===== src/rtl/tiny_nn_fp_add_arb.sv =====
// Round-robin sharing of one fixed-latency bfloat adder among NumReq requesters.
// Tracks requester ID through the adder latency; NaN operands bypass the adder.
module tiny_nn_fp_add_arb #(
  parameter int unsigned NumReq         = 4,
  parameter int unsigned AddLatency     = 3,
  parameter int unsigned MaxOutstanding = 2
) (
  input  logic                   clk_i,
  input  logic                   rst_ni,
  input  logic [NumReq-1:0]      req_valid_i,
  output logic [NumReq-1:0]      req_ready_o,
  input  logic [NumReq*16-1:0]   req_a_i,
  input  logic [NumReq*16-1:0]   req_b_i,
  output logic [NumReq-1:0]      resp_valid_o,
  output logic [15:0]            resp_result_o,
  output logic                   add_valid_o,
  output logic [15:0]            add_a_o,
  output logic [15:0]            add_b_o,
  input  logic [15:0]            add_result_i,
  output logic                   busy_o
);

  localparam int unsigned IdW  = (NumReq > 1) ? $clog2(NumReq) : 1;
  localparam int unsigned CntW = $clog2(MaxOutstanding + 1);
  localparam logic [15:0] FPZero   = 16'h0000;
  localparam logic [15:0] FPStdNaN = 16'hFFFF;

  // No denormals, and negative zero is treated as NaN.
  function automatic logic is_nan(input logic [15:0] x);
    logic [7:0] e;
    logic [6:0] m;
    e = x[14:7];
    m = x[6:0];
    return ((e == 8'h00) && ((m != 7'd0) || x[15])) || ((e == 8'hFF) && (m != 7'd0));
  endfunction

  logic [IdW-1:0]        ptr_q, ptr_d;
  logic [CntW-1:0]       cnt_q [NumReq];
  logic [CntW-1:0]       cnt_d [NumReq];
  logic [AddLatency-1:0] st_valid_q, st_valid_d;
  logic [AddLatency-1:0] st_nan_q, st_nan_d;
  logic [IdW-1:0]        st_id_q [AddLatency];
  logic [IdW-1:0]        st_id_d [AddLatency];
  logic [NumReq-1:0]     resp_valid_q, resp_valid_d;
  logic [15:0]           resp_result_q, resp_result_d;

  logic [NumReq-1:0] eligible, gnt;
  logic [IdW-1:0]    gnt_id;
  logic              gnt_any, gnt_nan;
  logic [15:0]       gnt_a, gnt_b;
  int unsigned       idx;

  // Grants are suppressed while reset is held so outputs match their reset values.
  always_comb begin
    eligible = '0;
    gnt      = '0;
    gnt_id   = '0;
    gnt_any  = 1'b0;
    gnt_a    = FPZero;
    gnt_b    = FPZero;
    idx      = 0;
    for (int i = 0; i < NumReq; i++) begin
      eligible[i] = rst_ni && req_valid_i[i] && (32'(cnt_q[i]) < MaxOutstanding);
    end
    for (int unsigned off = 0; off < NumReq; off++) begin
      idx = 32'(ptr_q) + off;
      if (idx >= NumReq) idx = idx - NumReq;
      if (!gnt_any && eligible[IdW'(idx)]) begin
        gnt_any = 1'b1;
        gnt_id  = IdW'(idx);
      end
    end
    for (int i = 0; i < NumReq; i++) begin
      if (gnt_any && (gnt_id == IdW'(i))) begin
        gnt[i] = 1'b1;
        gnt_a  = req_a_i[16*i +: 16];
        gnt_b  = req_b_i[16*i +: 16];
      end
    end
    gnt_nan = is_nan(gnt_a) || is_nan(gnt_b);
  end

  assign req_ready_o = gnt;
  assign add_valid_o = gnt_any && !gnt_nan;
  assign add_a_o     = add_valid_o ? gnt_a : FPZero;
  assign add_b_o     = add_valid_o ? gnt_b : FPZero;

  always_comb begin
    ptr_d = ptr_q;
    if (gnt_any) begin
      ptr_d = (gnt_id == IdW'(NumReq - 1)) ? '0 : gnt_id + IdW'(1);
    end

    st_valid_d[0] = gnt_any;
    st_nan_d[0]   = gnt_nan;
    st_id_d[0]    = gnt_id;
    for (int s = 1; s < AddLatency; s++) begin
      st_valid_d[s] = st_valid_q[s-1];
      st_nan_d[s]   = st_nan_q[s-1];
      st_id_d[s]    = st_id_q[s-1];
    end

    // The last stage lines up with add_result_i; NaN entries never look at it.
    resp_valid_d  = '0;
    resp_result_d = resp_result_q;
    if (st_valid_q[AddLatency-1]) begin
      resp_valid_d  = NumReq'(1) << st_id_q[AddLatency-1];
      resp_result_d = st_nan_q[AddLatency-1] ? FPStdNaN : add_result_i;
    end

    for (int i = 0; i < NumReq; i++) begin
      cnt_d[i] = cnt_q[i];
      if (gnt[i] && !resp_valid_q[i]) begin
        cnt_d[i] = cnt_q[i] + CntW'(1);
      end else if (!gnt[i] && resp_valid_q[i]) begin
        cnt_d[i] = cnt_q[i] - CntW'(1);
      end
    end
  end

  always_ff @(posedge clk_i or negedge rst_ni) begin
    if (!rst_ni) begin
      ptr_q         <= '0;
      st_valid_q    <= '0;
      st_nan_q      <= '0;
      resp_valid_q  <= '0;
      resp_result_q <= FPZero;
      for (int i = 0; i < NumReq; i++) cnt_q[i] <= '0;
      for (int s = 0; s < AddLatency; s++) st_id_q[s] <= '0;
    end else begin
      for (int i = 0; i < NumReq; i++) begin
        assert (!(resp_valid_q[i] && (cnt_q[i] == '0)));
      end
      ptr_q         <= ptr_d;
      st_valid_q    <= st_valid_d;
      st_nan_q      <= st_nan_d;
      resp_valid_q  <= resp_valid_d;
      resp_result_q <= resp_result_d;
      for (int i = 0; i < NumReq; i++) cnt_q[i] <= cnt_d[i];
      for (int s = 0; s < AddLatency; s++) st_id_q[s] <= st_id_d[s];
    end
  end

  assign resp_valid_o  = resp_valid_q;
  assign resp_result_o = resp_result_q;
  assign busy_o        = (|st_valid_q) || (|resp_valid_q);

endmodule


===== config.mk =====
export PLATFORM = sky130hd
export DESIGN_NAME = tiny_nn_fp_add_arb
export DESIGN_NICKNAME = d
export VERILOG_FILES = /design/src/rtl/tiny_nn_fp_add_arb.sv
export SDC_FILE = /design/constraint.sdc
export NUM_CORES = 1
export LEC_CHECK = 0
export ABC_AREA = 1
export CORE_ASPECT_RATIO = 1.75
export CORE_UTILIZATION = 42
export CTS_BUF_LIST = sky130_fd_sc_hd__clkbuf_2
export DETAILED_ROUTE_END_ITERATION = 6
export GPL_TIMING_DRIVEN = 0
export PLACE_DENSITY = 0.89
export SLEW_MARGIN = 40
export SYNTH_ARGS = -nofsm -noshare
export SYNTH_HDL_FRONTEND = slang
export SYNTH_SLANG_ARGS = --single-unit

===== constraint.sdc =====
create_clock -name clk_i -period 5.1 [get_ports clk_i]
set_input_delay 0.51 -clock clk_i [delete_from_list [all_inputs] [get_ports clk_i]]
set_output_delay 0.51 -clock clk_i [all_outputs]
set_load 0.02 [all_outputs]

==> run summary, run 1 <==
The tree built by TritonCTS fans out to 42 sinks. The x dimension of the die was 76.0 µm. The launching element of the worst setup path was ptr_q[0]. The area added between synthesis and finish was 57.5%; the length of the first detailed-routing pass in iterations was 5.

The synthesis-stage register bit count is 42. In the final routed layout, each cell accounts on average for 16.4 µm. The number of H-tree levels came out at 2.

For this run, design rule violations remaining after detail routing come to 0. For this run the aggregate overflow at the end of global routing stands at 0. Across the routed clock network, the largest skew measured is 0.0170 ns. Clock tree synthesis inserted a total of 5 buffers. The critical path goes through buf_4 > nand4_1 > nand3_1 > nand2_1 > inv_1 > nand3_1 > o221ai_2 > a31oi_2 > inv_2 > ha_4 > nand2_2 > buf_4 > nand3_1 > a21boi_2 > nand2_1 > nor2_2 > nand3_1 > nand2_1 > nand2_1 > nor2_2 > nand2_4 > buf_6 > nor2_2 > buf_4. The run gives 4.59 ns as the required arrival time at the worst endpoint.

Gate count of the mapped netlist: 644. The count of synthesis-stage warnings from yosys was 0; the clock latency on the worst-skew pair was 0.42 ns. The sequential share of the synthesized area was 0.261.

The logs give 0.637 for the worst relative slew slack and 0.319 for the total global routing track utilization. The netlist uses 35 different library cells. Row generation in the floorplan step produced 47 rows. At the end of routability-driven placement, the weighted congestion stood at 0.961.

The routed layout has 5,112 vias. The CTS clock-pin slew for the worst setup and hold paths was 0.22 ns. After synthesis the cells add up to 4030 µm². For the number of antenna violations at the first check in global routing, the log shows 1. The wire length of the first global-routing pass is 24.6 mm.

The via count of the first global-routing pass was 5,009. The part of the cycle the worst path needs came out at 0.963. The post-route core utilization came out at 0.674. The worst hold path belongs to the class reg -> reg.

Averaged over all synthesized cells, the footprint is 6.26 µm². The count of routing violations after the opening detailed-route iteration came out at 269. Setup violations remaining at the end of the flow were counted as 0. The die is 132 µm tall.

The die covers 10,000 µm². Hold timing on the final database bottoms out at a slack of 0.362 ns. The run gives 0 as the count of final max-slew check failures.

The number of nets still failing antenna checks after routing is 0. The number of I/O port buffers is 207, and the via density per instance is 5.17. The area of the core region is 9410 µm². In this run the critical register-to-register path is launched from ptr_q[0]. The critical path's largest stage delay was 0.43 ns.

STA classifies the critical path endpoint as a primary output. 208 I/O pins were placed. Maximum fanout count along the critical path: 10.

The run gives 0 as the max-cap violation count. The cell at the root of the clock tree was clkbuf_2. The flow ran to the end, and the final reports show no timing, DRC or antenna violations. The logs give 4.40 ns for the critical path data arrival time and 43 for the pin count of the biggest net entering global routing.

The category of the critical setup timing path is reg -> out. The share of cells above drive strength 1 is 0.161, and the HPWL reported at the end of detailed placement is 12.8 mm. The tools report the sum of routed wire length over all layers as 16.2 mm. The number of nets handed over by synthesis was 802.

For the initial core utilization, the log shows 0.428. TritonCTS built the clock tree. Counting the fill cells in the layout gives 827.

After layout, the minimum clock period comes to 4.91 ns. The tools report the nature of the critical path startpoint as a register. In the final design database the tool counted 1,023 nets. At the pin with the least slew margin, the transition time is 0.545 ns. The largest individual stage delay along the critical path comes from the cell dfrtp_1. For this run, the top clock speed supported by timing is 204 MHz. The tools report the final hold violation count as 0. The startpoint identified for the worst hold timing path is st_id_d[2]. The buffer levels on the longest clock path came out at 2.
## critical path: cells and delay by family (launching register included)
family | cells | cell delay, ns
buffers and inverters | 6 | 0.96
adder cells (fa/ha/maj) | 1 | 0.21
AND/OR/NAND/NOR | 14 | 1.76
flip-flops | 1 | 0.43
AO/OA/AOI/OAI | 3 | 0.58
## stage by stage
step                      setup slack [ns]  TNS [ns]  cell area [µm²]  instances
final                                0.191         0             6350        989
after global routing               -0.0337   -0.0639             6350        989
after CTS                           0.0332         0             6360        981
after detailed placement            -0.968    -29.48             6250        973
after global placement               -2.35    -79.80             6250        973
after floorplan                      0.925         0             4030        644
## layer usage
layer	track usage	routed length, µm
met3	0.0563	1250
met5	0	0
met4	0.205	1280
met1	0.301	5290
met2	0.614	8390
## timing repair
action,4_1_cts,5_1_grt
pin swaps,1,4
hold buffers,2,0
hold endpoints to repair,42,0
buffers inserted,0,7
resized for setup,62,79
setup endpoints to repair,33,33
## final cells by class
class	instances	area [µm²]	area share
Multi-Input combinational cell	466	2460	0.388
Timing Repair Buffer	216	2010	0.317
Sequential cell	42	1050	0.166
Inverter	96	363	0.0572
Buffer	38	255	0.0402
Tap cell	122	153	0.0241
Clock buffer	5	25.0	0.00394
Clock inverter	3	23.8	0.00375
Antenna cell	1	2.50	0.000394
## cell families after synthesis
kind of cell / Yosys count / synth area share
xor+xnor: 8 / 0.0174
fa+ha+maj: 8 / 0.0248
compound gates: 55 / 0.0811
simple gates: 395 / 0.468
buf+inv: 136 / 0.148
flops: 42 / 0.261
## final timing paths
path,endpoint,slack [ns],cells past startpoint
max,add_b_o[0],0.19,24
min,st_id_d[0],0.36,0
max reg2reg,cnt_q[7],1.50,17
min reg2reg,st_id_d[0],0.36,0
max in group asynchronous,cnt_q[1],4.27,3
min in group asynchronous,resp_result_o[8],0.63,3
## synthesized netlist by cell type, drive strengths merged
library cell	number	area, µm²
a31oi	1	6.26
o22ai	2	12.5
xor2	4	35.0
nand3b	26	195
nor4	1	6.26
o21ai	35	186
nand4	16	115
nand2	196	748
a21oi	6	37.5
xnor2	4	35.0
ha	8	100
or2	5	31.3
nand3	84	420
inv	96	363
o221ai	1	8.76
nor2	62	343
and2	1	6.26
buf	24	171
clkbuf	16	61.3
a21boi	10	75.1
nor3	4	20.0
dfrtp	42	1050
## flip-flops by register name (all words and copies together) (netlist names)
register and flops:
cnt_q 8, ptr_q 2, resp_result_o 16, resp_valid_o 4
st_id_d 4, st_id_q 2, st_nan_q 3, st_valid_q 3
## layout by cell type (no fill, tap or decap), types with 2 or more instances in the layout
cell             count
inv_1               90
nor2_1              33
a21oi_1              4
a21boi_1             2
nand2_1            190
clkbuf_2            38
xnor2_1              4
clkinvlp_4           2
ha_1                 6
nor3_1               4
nand3_1             84
nand2_2              5
dfrtp_1             42
a21oi_2              2
dlygate4sd2_1        3
ha_4                 2
o22ai_1              2
clkdlybuf4s50_1    173
buf_12               3
buf_6                7
xor2_1               4
nand4_1             15
nand3b_1            26
nor2_2              21
nor2_4               8
inv_2                5
buf_4               13
o21ai_0             34
buf_1                2
a21boi_2             8
clkbuf_1             5
buf_2               13
or2_2                4
Power of run 1 is left out: the tool's default activity adds up to more than one toggle a clock period on the data nets, which glitch-free logic cannot reach.
==> inputs of run 2 (changes only) <==
--- a/config.mk
+++ b/config.mk
@@ -7,11 +7,11 @@
 export LEC_CHECK = 0
 export ABC_AREA = 1
 export CORE_ASPECT_RATIO = 1.75
-export CORE_UTILIZATION = 42
+export CORE_UTILIZATION = 39
 export CTS_BUF_LIST = sky130_fd_sc_hd__clkbuf_2
 export DETAILED_ROUTE_END_ITERATION = 6
 export GPL_TIMING_DRIVEN = 0
-export PLACE_DENSITY = 0.89
+export PLACE_DENSITY = 0.84
 export SLEW_MARGIN = 40
 export SYNTH_ARGS = -nofsm -noshare
 export SYNTH_HDL_FRONTEND = slang
==> run summary, run 2 (synthesis gave the netlist of run 1 again) <==
Clock skew on the completed layout was measured at 0.0297 ns. Setup repair after global routing could not meet its margin everywhere. For this design, the sink count on the clock tree is 42.

The most common cell after layout, fill and taps aside was nand2_1. The wire length of the first global-routing pass was 23.8 mm; the max-cap violation count was 0. The minimum clock period after layout is 4.79 ns, and the post-placement cell area is 6250 µm².

The die is 78.8 µm wide. The finished cells cover 6290 µm². Port buffering added 207 buffers.

The core region is 9970 µm². The initial core utilization was 0.404; the setup slack of the critical path after layout was 0.308 ns. For the final hold violation count, the log shows 0.

The category of the critical setup timing path is in -> out. The number of antenna violations at the first check in global routing is 0. The later pin in the worst-skew pair is clocked with a latency of 0.40 ns. Along the worst path, the maximum fanout reaches 10. Routability-driven placement finished with a final weighted congestion of 0.975.

For the pin count of the biggest net entering global routing, the log shows 43. The logs give 0 for the detailed-route DRC error count and -0.898 ns for the setup slack at placement. At the end of the flow, the number of nets in the layout was 1,020. The run gives 0 as the count of final max-slew check failures. The die outline area is 10,800 µm².

The die extent in y works out to 136 µm. For the required arrival time at the worst endpoint, the log shows 4.59 ns. Clock-pin slew was measured on the worst setup and hold paths at 0.17 ns. In this run the core area contains 48 standard-cell rows.

The via count of the first global-routing pass was 4,838. The routed length per instance came out at 15.8 µm. The number of buffers created by CTS was 5; the final count of negative-setup-slack endpoints was 0. TritonCTS built the clock tree.

The via density per instance was 4.98. Detailed routing inserted a total of 4,931 vias. The part of the cycle the worst path needs was 0.940. The longest clock path from root to sink contains 2 buffers.

The worst setup path is captured at a primary output. The min-delay analysis places its worst path in the category reg -> reg. Cell at the root of the clock tree: clkbuf_2. The worst relative slew slack was 0.604.

The length of the first detailed-routing pass in iterations is 5. The count of nets left with antenna violations once routing finished came out at 0. Summed over all layers, the routed wires come to 15.7 mm. The slew at the pin closest to its max-slew limit was 0.595 ns. For this run, the top clock speed supported by timing is 209 MHz. The critical path data arrival time came out at 4.28 ns.

The share of cells above drive strength 1 works out to 0.151. Count of routing violations after the opening detailed-route iteration: 211. The run finished with clean final reports. Number of flip-flops under the largest register name: 16. The worst setup path is launched from an input pin. Once detailed placement completed, the half-perimeter wirelength came to 13.0 mm.

The area growth from synthesis to layout is 56.1%. For the remaining global-route overflow, the log shows 0. The H-tree was split into 2 levels. The logs give 0.292 for the total global routing track utilization and 208 for the number of placed I/O pins.

In the layout the commonest cells are nand2_1, clkdlybuf4s50_1, inv_1, nand3_1, dfrtp_1.
-- run 2: changes by cell type in the layout (fill, tap and decap cells not counted), sizes merged --
cell         delta
inv             -1
clkinvlp        -1
buf             -3
clkinv          +2
clkbuf          +2
diode           +1
dlygate4sd2     -2
-- run 2: layout make-up --
type	instances	area, µm²
Fill cell	951	3680
Multi-Input combinational cell	466	2440
Timing Repair Buffer	213	1980
Sequential cell	42	1050
Inverter	96	363
Buffer	38	251
Tap cell	125	156
Clock buffer	5	25.0
Clock inverter	3	16.3
Antenna cell	2	5.00
-- run 2: timing repair --
action,in CTS,in global routing
gates cloned,0,0
endpoints found under the setup margin,33,33
resized for setup,53,86
pin swaps,1,3
setup buffers,1,3
hold buffers,2,0
hold endpoints to repair,42,0
-- run 2: metrics by stage --
stage,hold slack (ns),setup TNS [ns],std cells,utilization
3_3_place_gp,0.334,-80.70,976,0.628
4_1_cts,0.384,0,985,0.637
5_1_grt,0.395,-0.121,988,0.630
2_1_floorplan,0.214,0,644,-
3_5_place_dp,0.340,-27.16,976,0.627
6_report,0.377,0,990,0.631
-- run 2: path summary, 6_finish.rpt --
kind                                    end  slack (ns)            from  cells after the start
max                              add_b_o[0]        0.31  req_valid_i[3]                     25
min                             st_nan_q[2]        0.38     st_nan_q[1]                      0
max reg2reg                     st_nan_q[0]        1.68        ptr_q[0]                     24
min reg2reg                     st_nan_q[2]        0.38     st_nan_q[1]                      0
max in group asynchronous  resp_result_o[7]        4.27          rst_ni                      3
min in group asynchronous   resp_valid_o[1]        0.61          rst_ni                      3
-- run 2: worst max-delay path, stage by stage --
cell and delay (ns):
clkdlybuf4s50_1 0.51, nand2_1 0.07, nor2_1 0.08, nand2_1 0.07
nand3_1 0.11, nand2_2 0.10, nand3_1 0.11, o221ai_1 0.12
a31oi_2 0.23, inv_1 0.15, ha_4 0.21, nand2_2 0.19
buf_2 0.27, nand3_1 0.12, a21boi_1 0.21, nand2_1 0.12
nor2_2 0.11, nand3_1 0.07, nand2_1 0.06, nand2_1 0.12
nor2_4 0.16, nand2_4 0.10, buf_6 0.18, nor2_2 0.13
buf_4 0.16
-- run 2: layer usage --
| metal | share of wire | vias to the layer above | wire length [µm] | track usage |
|---|---|---|---|---|
| met2 | 0.55 | 243 | 8640 | 0.578 |
| li1 | - | 2460 | - | - |
| met3 | 0.076 | 30 | 1190 | 0.0490 |
| met4 | 0.035 | 0 | 551 | 0.137 |
| met5 | 0 | - | 0 | 0 |
| met1 | 0.34 | 2198 | 5300 | 0.285 |
Power of run 2 is left out for the same reason.
==> inputs of run 3 (changes only) <==
--- a/config.mk
+++ b/config.mk
@@ -6,6 +6,7 @@
 export NUM_CORES = 1
 export LEC_CHECK = 0
 export ABC_AREA = 1
+export CAP_MARGIN = 10
 export CORE_ASPECT_RATIO = 1.75
 export CORE_UTILIZATION = 39
 export CTS_BUF_LIST = sky130_fd_sc_hd__clkbuf_2
==> results of run 3 <==
Same layout as run 2: the final DEF is identical, and so are final timing and power.
Power of run 3 is left out for the same reason.
